`src/rtl/alu_iter.sv`:
```
// Iterative execute unit: single-cycle logic/arith ops, shifts at 1 bit per cycle.
// Latency: 1 edge for non-shift ops, N+1 edges for shift amount N>0; result held until out_ready.
module alu_iter #(
    parameter int WIDTH   = 32,
    parameter int SHAMT_W = $clog2(WIDTH)
) (
    input  logic               clk,
    input  logic               reset_n,
    input  logic               flush,
    input  logic               in_valid,
    output logic               in_ready,
    input  logic [3:0]         alu_control,
    input  logic [WIDTH-1:0]   a,
    input  logic [WIDTH-1:0]   b,
    output logic               out_valid,
    input  logic               out_ready,
    output logic [WIDTH-1:0]   result,
    output logic               zero,
    output logic               illegal
);

    typedef enum logic [1:0] {S_IDLE, S_SHIFT, S_DONE} state_t;

    localparam logic [3:0] OP_ADD  = 4'd0;
    localparam logic [3:0] OP_SUB  = 4'd1;
    localparam logic [3:0] OP_AND  = 4'd2;
    localparam logic [3:0] OP_OR   = 4'd3;
    localparam logic [3:0] OP_XOR  = 4'd4;
    localparam logic [3:0] OP_SLT  = 4'd5;
    localparam logic [3:0] OP_SLTU = 4'd6;
    localparam logic [3:0] OP_SLL  = 4'd7;
    localparam logic [3:0] OP_SRL  = 4'd8;
    localparam logic [3:0] OP_SRA  = 4'd9;

    state_t               state_q, state_d;
    logic [WIDTH-1:0]     acc_q, acc_d;
    logic [SHAMT_W-1:0]   cnt_q, cnt_d;
    logic [3:0]           op_q, op_d;
    logic                 illegal_q, illegal_d;

    // acc doubles as the shift register and the held result.
    always_comb begin
        state_d   = state_q;
        acc_d     = acc_q;
        cnt_d     = cnt_q;
        op_d      = op_q;
        illegal_d = illegal_q;
        if (flush) begin
            state_d = S_IDLE;
        end else begin
            case (state_q)
                S_IDLE: begin
                    if (in_valid) begin
                        op_d      = alu_control;
                        illegal_d = 1'b0;
                        state_d   = S_DONE;
                        case (alu_control)
                            OP_ADD:  acc_d = a + b;
                            OP_SUB:  acc_d = a - b;
                            OP_AND:  acc_d = a & b;
                            OP_OR:   acc_d = a | b;
                            OP_XOR:  acc_d = a ^ b;
                            OP_SLT:  acc_d = {{(WIDTH-1){1'b0}}, ($signed(a) < $signed(b))};
                            OP_SLTU: acc_d = {{(WIDTH-1){1'b0}}, (a < b)};
                            OP_SLL, OP_SRL, OP_SRA: begin
                                acc_d = a;
                                cnt_d = b[SHAMT_W-1:0];
                                if (b[SHAMT_W-1:0] != '0) begin
                                    state_d = S_SHIFT;
                                end
                            end
                            default: begin
                                acc_d     = '0;
                                illegal_d = 1'b1;
                            end
                        endcase
                    end
                end
                S_SHIFT: begin
                    case (op_q)
                        OP_SLL:  acc_d = {acc_q[WIDTH-2:0], 1'b0};
                        OP_SRL:  acc_d = {1'b0, acc_q[WIDTH-1:1]};
                        default: acc_d = {acc_q[WIDTH-1], acc_q[WIDTH-1:1]};
                    endcase
                    cnt_d = cnt_q - SHAMT_W'(1);
                    if (cnt_q == SHAMT_W'(1)) begin
                        state_d = S_DONE;
                    end
                end
                S_DONE: begin
                    if (out_ready) begin
                        state_d = S_IDLE;
                    end
                end
                default: state_d = S_IDLE;
            endcase
        end
    end

    always_ff @(posedge clk or negedge reset_n) begin
        if (!reset_n) begin
            state_q   <= S_IDLE;
            acc_q     <= '0;
            cnt_q     <= '0;
            op_q      <= '0;
            illegal_q <= 1'b0;
        end else begin
            state_q   <= state_d;
            acc_q     <= acc_d;
            cnt_q     <= cnt_d;
            op_q      <= op_d;
            illegal_q <= illegal_d;
        end
    end

    assign in_ready  = (state_q == S_IDLE);
    assign out_valid = (state_q == S_DONE);
    assign result    = acc_q;
    assign zero      = (acc_q == '0);
    assign illegal   = illegal_q;

endmodule

```
`config.mk`:
```
export PLATFORM = sky130hd
export DESIGN_NAME = alu_iter
export DESIGN_NICKNAME = d
export VERILOG_FILES = /design/src/rtl/alu_iter.sv
export SDC_FILE = /design/constraint.sdc
export NUM_CORES = 1
export LEC_CHECK = 0
export CAP_MARGIN = 0
export CORE_UTILIZATION = 58
export CTS_CLUSTER_SIZE = 28
export DETAILED_ROUTE_END_ITERATION = 10
export GPL_ROUTABILITY_DRIVEN = 0
export PLACE_DENSITY = 0.83
export SLEW_MARGIN = 0
export SYNTH_ARGS = -nofsm -noshare
export SYNTH_HDL_FRONTEND = slang
export SYNTH_SLANG_ARGS = --single-unit
```
`constraint.sdc`:
```
create_clock -name clk -period 2.3 [get_ports clk]
set_input_delay 0.46 -clock clk [delete_from_list [all_inputs] [get_ports clk]]
set_output_delay 0.46 -clock clk [all_outputs]
set_load 0.05 [all_outputs]
```
==> results.yml, run 1 <==
outcome:
  status: "did not finish"
  lastStage: "4_1_cts"
  firstError: "[ERROR DPL-0038] Utilization greater than 100%, impossible to legalize"
clocking:
  htree_levels: 2
  cts_setup_buffers: 40
  cts.sinks: 44
  numCtsBuffers: 5
  cts-root-buf: "clkbuf_16"
  cts_hold_buf: 0
  cts.path.max_buffers: 2
  post_cts_resize_count: 433
synthesis:
  synthArstFlopShare_pct: 100
  seq_area_frac_synth_pct: 13.9
  synth_edf_count: 0
  yosys.area.top_type: "ha_1"
  yosys_most_used_dff: "dfrtp_1"
  ys_types: 79
  synth_seq_cells: 44
  synth_area_leaders: "ha_1 18%, dfrtp_1 14%, a21oi_1 8.5%"
  synth_top_cell_area_share_pct: 18.2
  syn_nets: 1316
  syn-cell-area_um2: 7920
  synth_warnings: 0
  syn_avg_cell_area_um2: 7.03
  synthCells: 1126
floorplanning:
  boundaryPins: 109
  rows: 42
  fp.dieW_um: 119
  die_y_um: 119
  initial_core_util_pct: 59.5
placement:
  hpwl_um: 28100
  portBuffers: 108
  place_area_um2: 11800
  dpl.cell_count: 1689
==> logic make-up after synthesis <==
| logic type | synth area share, % |
|---|---|
| AOI/OAI and AO/OA | 33.5 |
| and+or+nand+nor | 20.6 |
| buffers and inverters | 8.39 |
| adders and majority gates | 18.7 |
| DFF | 13.9 |
| xor gates and xnor gates | 2.43 |
| muxes | 2.50 |
==> cell usage after synthesis, types with 13 or more instances <==
cell,count
a21oi_1,134
nand2_1,130
ha_1,115
inv_1,103
nor2_1,86
o21ai_0,72
clkbuf_1,47
dfrtp_1,44
nor3_1,25
nand3_1,23
a221oi_1,19
xnor2_1,19
nor4_1,18
a211oi_1,15
a21o_1,14
o31ai_1,14
mux2i_1,13
nand2b_1,13
o211ai_1,13
==> stage by stage <==
step / utilization, % / hold slack [ns] / worst slack (ns)
3_3_place_gp: 89.0 / 0.441 / -1.26
3_5_place_dp: 89.0 / 0.443 / -1.47
2_1_floorplan: - / 0.164 / -0.462
==> inputs of run 2 (changes only) <==
--- a/config.mk
+++ b/config.mk
@@ -6,11 +6,10 @@
 export NUM_CORES = 1
 export LEC_CHECK = 0
 export CAP_MARGIN = 0
-export CORE_UTILIZATION = 58
-export CTS_CLUSTER_SIZE = 28
+export CORE_UTILIZATION = 40
 export DETAILED_ROUTE_END_ITERATION = 10
 export GPL_ROUTABILITY_DRIVEN = 0
-export PLACE_DENSITY = 0.83
+export PLACE_DENSITY_LB_ADDON = 0.15
 export SLEW_MARGIN = 0
 export SYNTH_ARGS = -nofsm -noshare
 export SYNTH_HDL_FRONTEND = slang
==> run 2 against run 1 <==
  * The flow now finishes, with violations (negative setup slack)
  * Synthesized area stayed put
  * Synthesized cell count unchanged
==> results.yml, run 2 <==
layout:
  final_cell_mix: "393 x buf_4, 119 x nand2_1, 96 x a21oi_1"
  nets: 1808
  area_delta_synth_final_pct: 81.0
  seq_area_um2: 1100
  fin_util_pct: 73.6
  final_common_cell: "buf_4"
  largest_register_ffs: 32
  multiInputGateArea_um2: 7660
  fin_cells: 1884
  drive_gt1_share_pct: 47.3
  fill_cells: 1383
  num_antenna_cells: 0
clocking:
  path_clk_slew_ns: 0.07
  htree_levels: 2
  cts-root-buf: "clkbuf_16"
  clock_latency_ns: 0.30
  cts.path.max_buffers: 2
  cts_tree: "yes"
  cts.sinks: 44
  numCtsBuffers: 5
timing:
  hold_violations: 0
  finalMaxSlewViolations: 0
  fin_crit_ns: 2.80
  rsz0062_at_grt: "true"
  fin_setup_tns_ns: -7.22
  slew_headroom_pct: 61.6
  timing.fmax_mhz: 357
  hold_slack_ns: 0.138
  worst_pin_slew_ns: 0.574
  setup_viol: 26
  min_period_over_period_pct: 122
  setup_ws_ns: -0.499
  skew_ns: 0.0108
synthesis:
  syn-cell-area_um2: 7920
  synth_fa_ha_area_share_pct: 18.7
  synth_most_common_cell: "a21oi_1"
  yosys-mux-area-fraction_pct: 2.50
  syn_avg_cell_area_um2: 7.03
  synth_xor_area_share_pct: 2.43
  yosys-top-cells-count: "134 x a21oi_1, 130 x nand2_1, 115 x ha_1"
  seq_area_frac_synth_pct: 13.9
  synth_compound_area_share_pct: 33.5
  ys_types: 79
  synth_seq_cells: 44
  synth_edf_count: 0
  synth_top_family_by_area: "compound AO/OA/AOI/OAI gates"
  synth_top_cell_area_share_pct: 18.2
  synth_area_leaders: "ha_1 18%, dfrtp_1 14%, a21oi_1 8.5%"
  synthCells: 1126
  synth_warnings: 0
  synthArstFlopShare_pct: 100
  yosys.area_share.simple_pct: 20.6
  syn_nets: 1316
  yosys_most_used_dff: "dfrtp_1"
  yosys.area.top_type: "ha_1"
job:
  maxCapViolations: 0
global_route:
  first_global_vias: 10900
  antenna_found_initial: 0
  grt_max_degree: 31
  grt_pass1_wl_um: 55300
  grt_overflow: 0
  grtUsageTotal_pct: 34.5
critical_path:
  critPathCaptureType: "flip-flop"
  startpoint_type: "input port"
  cp.arrival_ns: 2.97
  cp.required_ns: 2.48
  critPathMaxFanout: 3
  critPathKind: "input port to flip-flop"
floorplanning:
  initial_core_util_pct: 40.7
  dieArea_um2: 20400
  core_um2: 19500
  fp.dieW_um: 143
  die_y_um: 143
  rows: 51
  boundaryPins: 109
drt:
  drt-pass1-iter-count: 5
  drc: 0
  drt_iter0_drc: 1210
  wl_um: 37900
  via_count: 11300
  wire_per_inst_um: 20.1
  ant_nets: 0
  vias_per_cell: 6.00
pwr:
  vdd_drop_max_uv: 307
  power.density_nw_per_um2: 419
  leakagePower_nw: 6.42
  fin_total_pwr_mw: 6.01
placement:
  portBuffers: 108
  hpwl_um: 26400
  dpl.cell_count: 1791
worst_hold_path:
  hp-class: "input port to async pin"
outcome:
  violations: "negative setup slack"
  status: "finished with violations"
==> run 2: cell counts after synthesis <==
No cell type changed its count.
==> run 2: cell families after synthesis <==
| group | Yosys count |
|---|---|
| AOI/OAI and AO/OA | 403 |
| xor gates and xnor gates | 22 |
| adders and majority gates | 117 |
| buffers and inverters | 171 |
| DFF | 44 |
| muxes | 19 |
| and+or+nand+nor | 350 |
==> run 2: per-stage QoR <==
stage                     setup WS, ns  instance area, um^2
final                           -0.499                14300
after CTS                       -0.376                13500
after detailed placement         -1.41                12000
after global routing            -0.578                14300
after floorplan                 -0.462                 8220
after global placement           -1.32                12000
==> run 2: cell type report <==
type                            instances  share of cell area (%)
Clock buffer                            5                   0.873
Inverter                              103                    3.24
Clock inverter                          3                   0.131
Multi-Input combinational cell        911                    53.4
Sequential cell                        44                    7.68
Timing Repair Buffer                  553                    32.3
Tap cell                              265                    2.31
==> run 2: timing repair <==
action,CTS,global route
resized for setup,409,160
hold buffers,0,0
setup buffers,53,42
endpoints found under the setup margin,39,33
pin swaps,126,125
==> run 2: critical path, cell delays in order <==
cell	delay [ns]
buf_12	0.10
inv_12	0.03
ha_4	0.15
fa_2	0.34
o21bai_1	0.18
o211ai_1	0.19
a311oi_2	0.37
a21oi_2	0.15
o311ai_4	0.34
buf_4	0.18
a21oi_2	0.05
o32ai_2	0.34
o21ai_1	0.09
==> run 2: per-layer routing <==
metal | share of wire [%] | routed length [um] | global-route usage [%] | vias to the layer above
met3 | 8.9 | 3380 | 5.10 | 219
li1 | - | - | - | 5068
met2 | 47 | 17800 | 58.3 | 722
met4 | 5.8 | 2220 | 16.8 | 0
met1 | 38 | 14500 | 42.9 | 5288
met5 | 0 | 0 | 0 | -
==> run 2: worst paths after layout <==
path                       slack (ns)  cells past startpoint                  from                endpoint
max reg2reg                     -0.01                      6   op_q[3]$_DFFE_PN0P_  result[28]$_DFFE_PN0P_
min in group clk                 0.51                      2  cnt_q[1]$_DFFE_PN0P_    cnt_q[1]$_DFFE_PN0P_
max in group asynchronous        1.52                      2               reset_n     op_q[3]$_DFFE_PN0P_
max                             -0.50                     13                  a[0]   result[0]$_DFFE_PN0P_
min reg2reg                      0.51                      2  cnt_q[1]$_DFFE_PN0P_    cnt_q[1]$_DFFE_PN0P_
min                              0.14                      1               reset_n  result[10]$_DFFE_PN0P_
==> run 2: power breakdown <==
part           internal [mW]  total [mW]  switching, mW  leakage [nW]
clock                  0.402       0.757          0.354        0.0736
combinational           1.89        4.09           2.19          5.79
sequential             0.928        1.17          0.237         0.559
total                   3.22        6.01           2.78          6.42
Power figures use the tool's default switching activity.
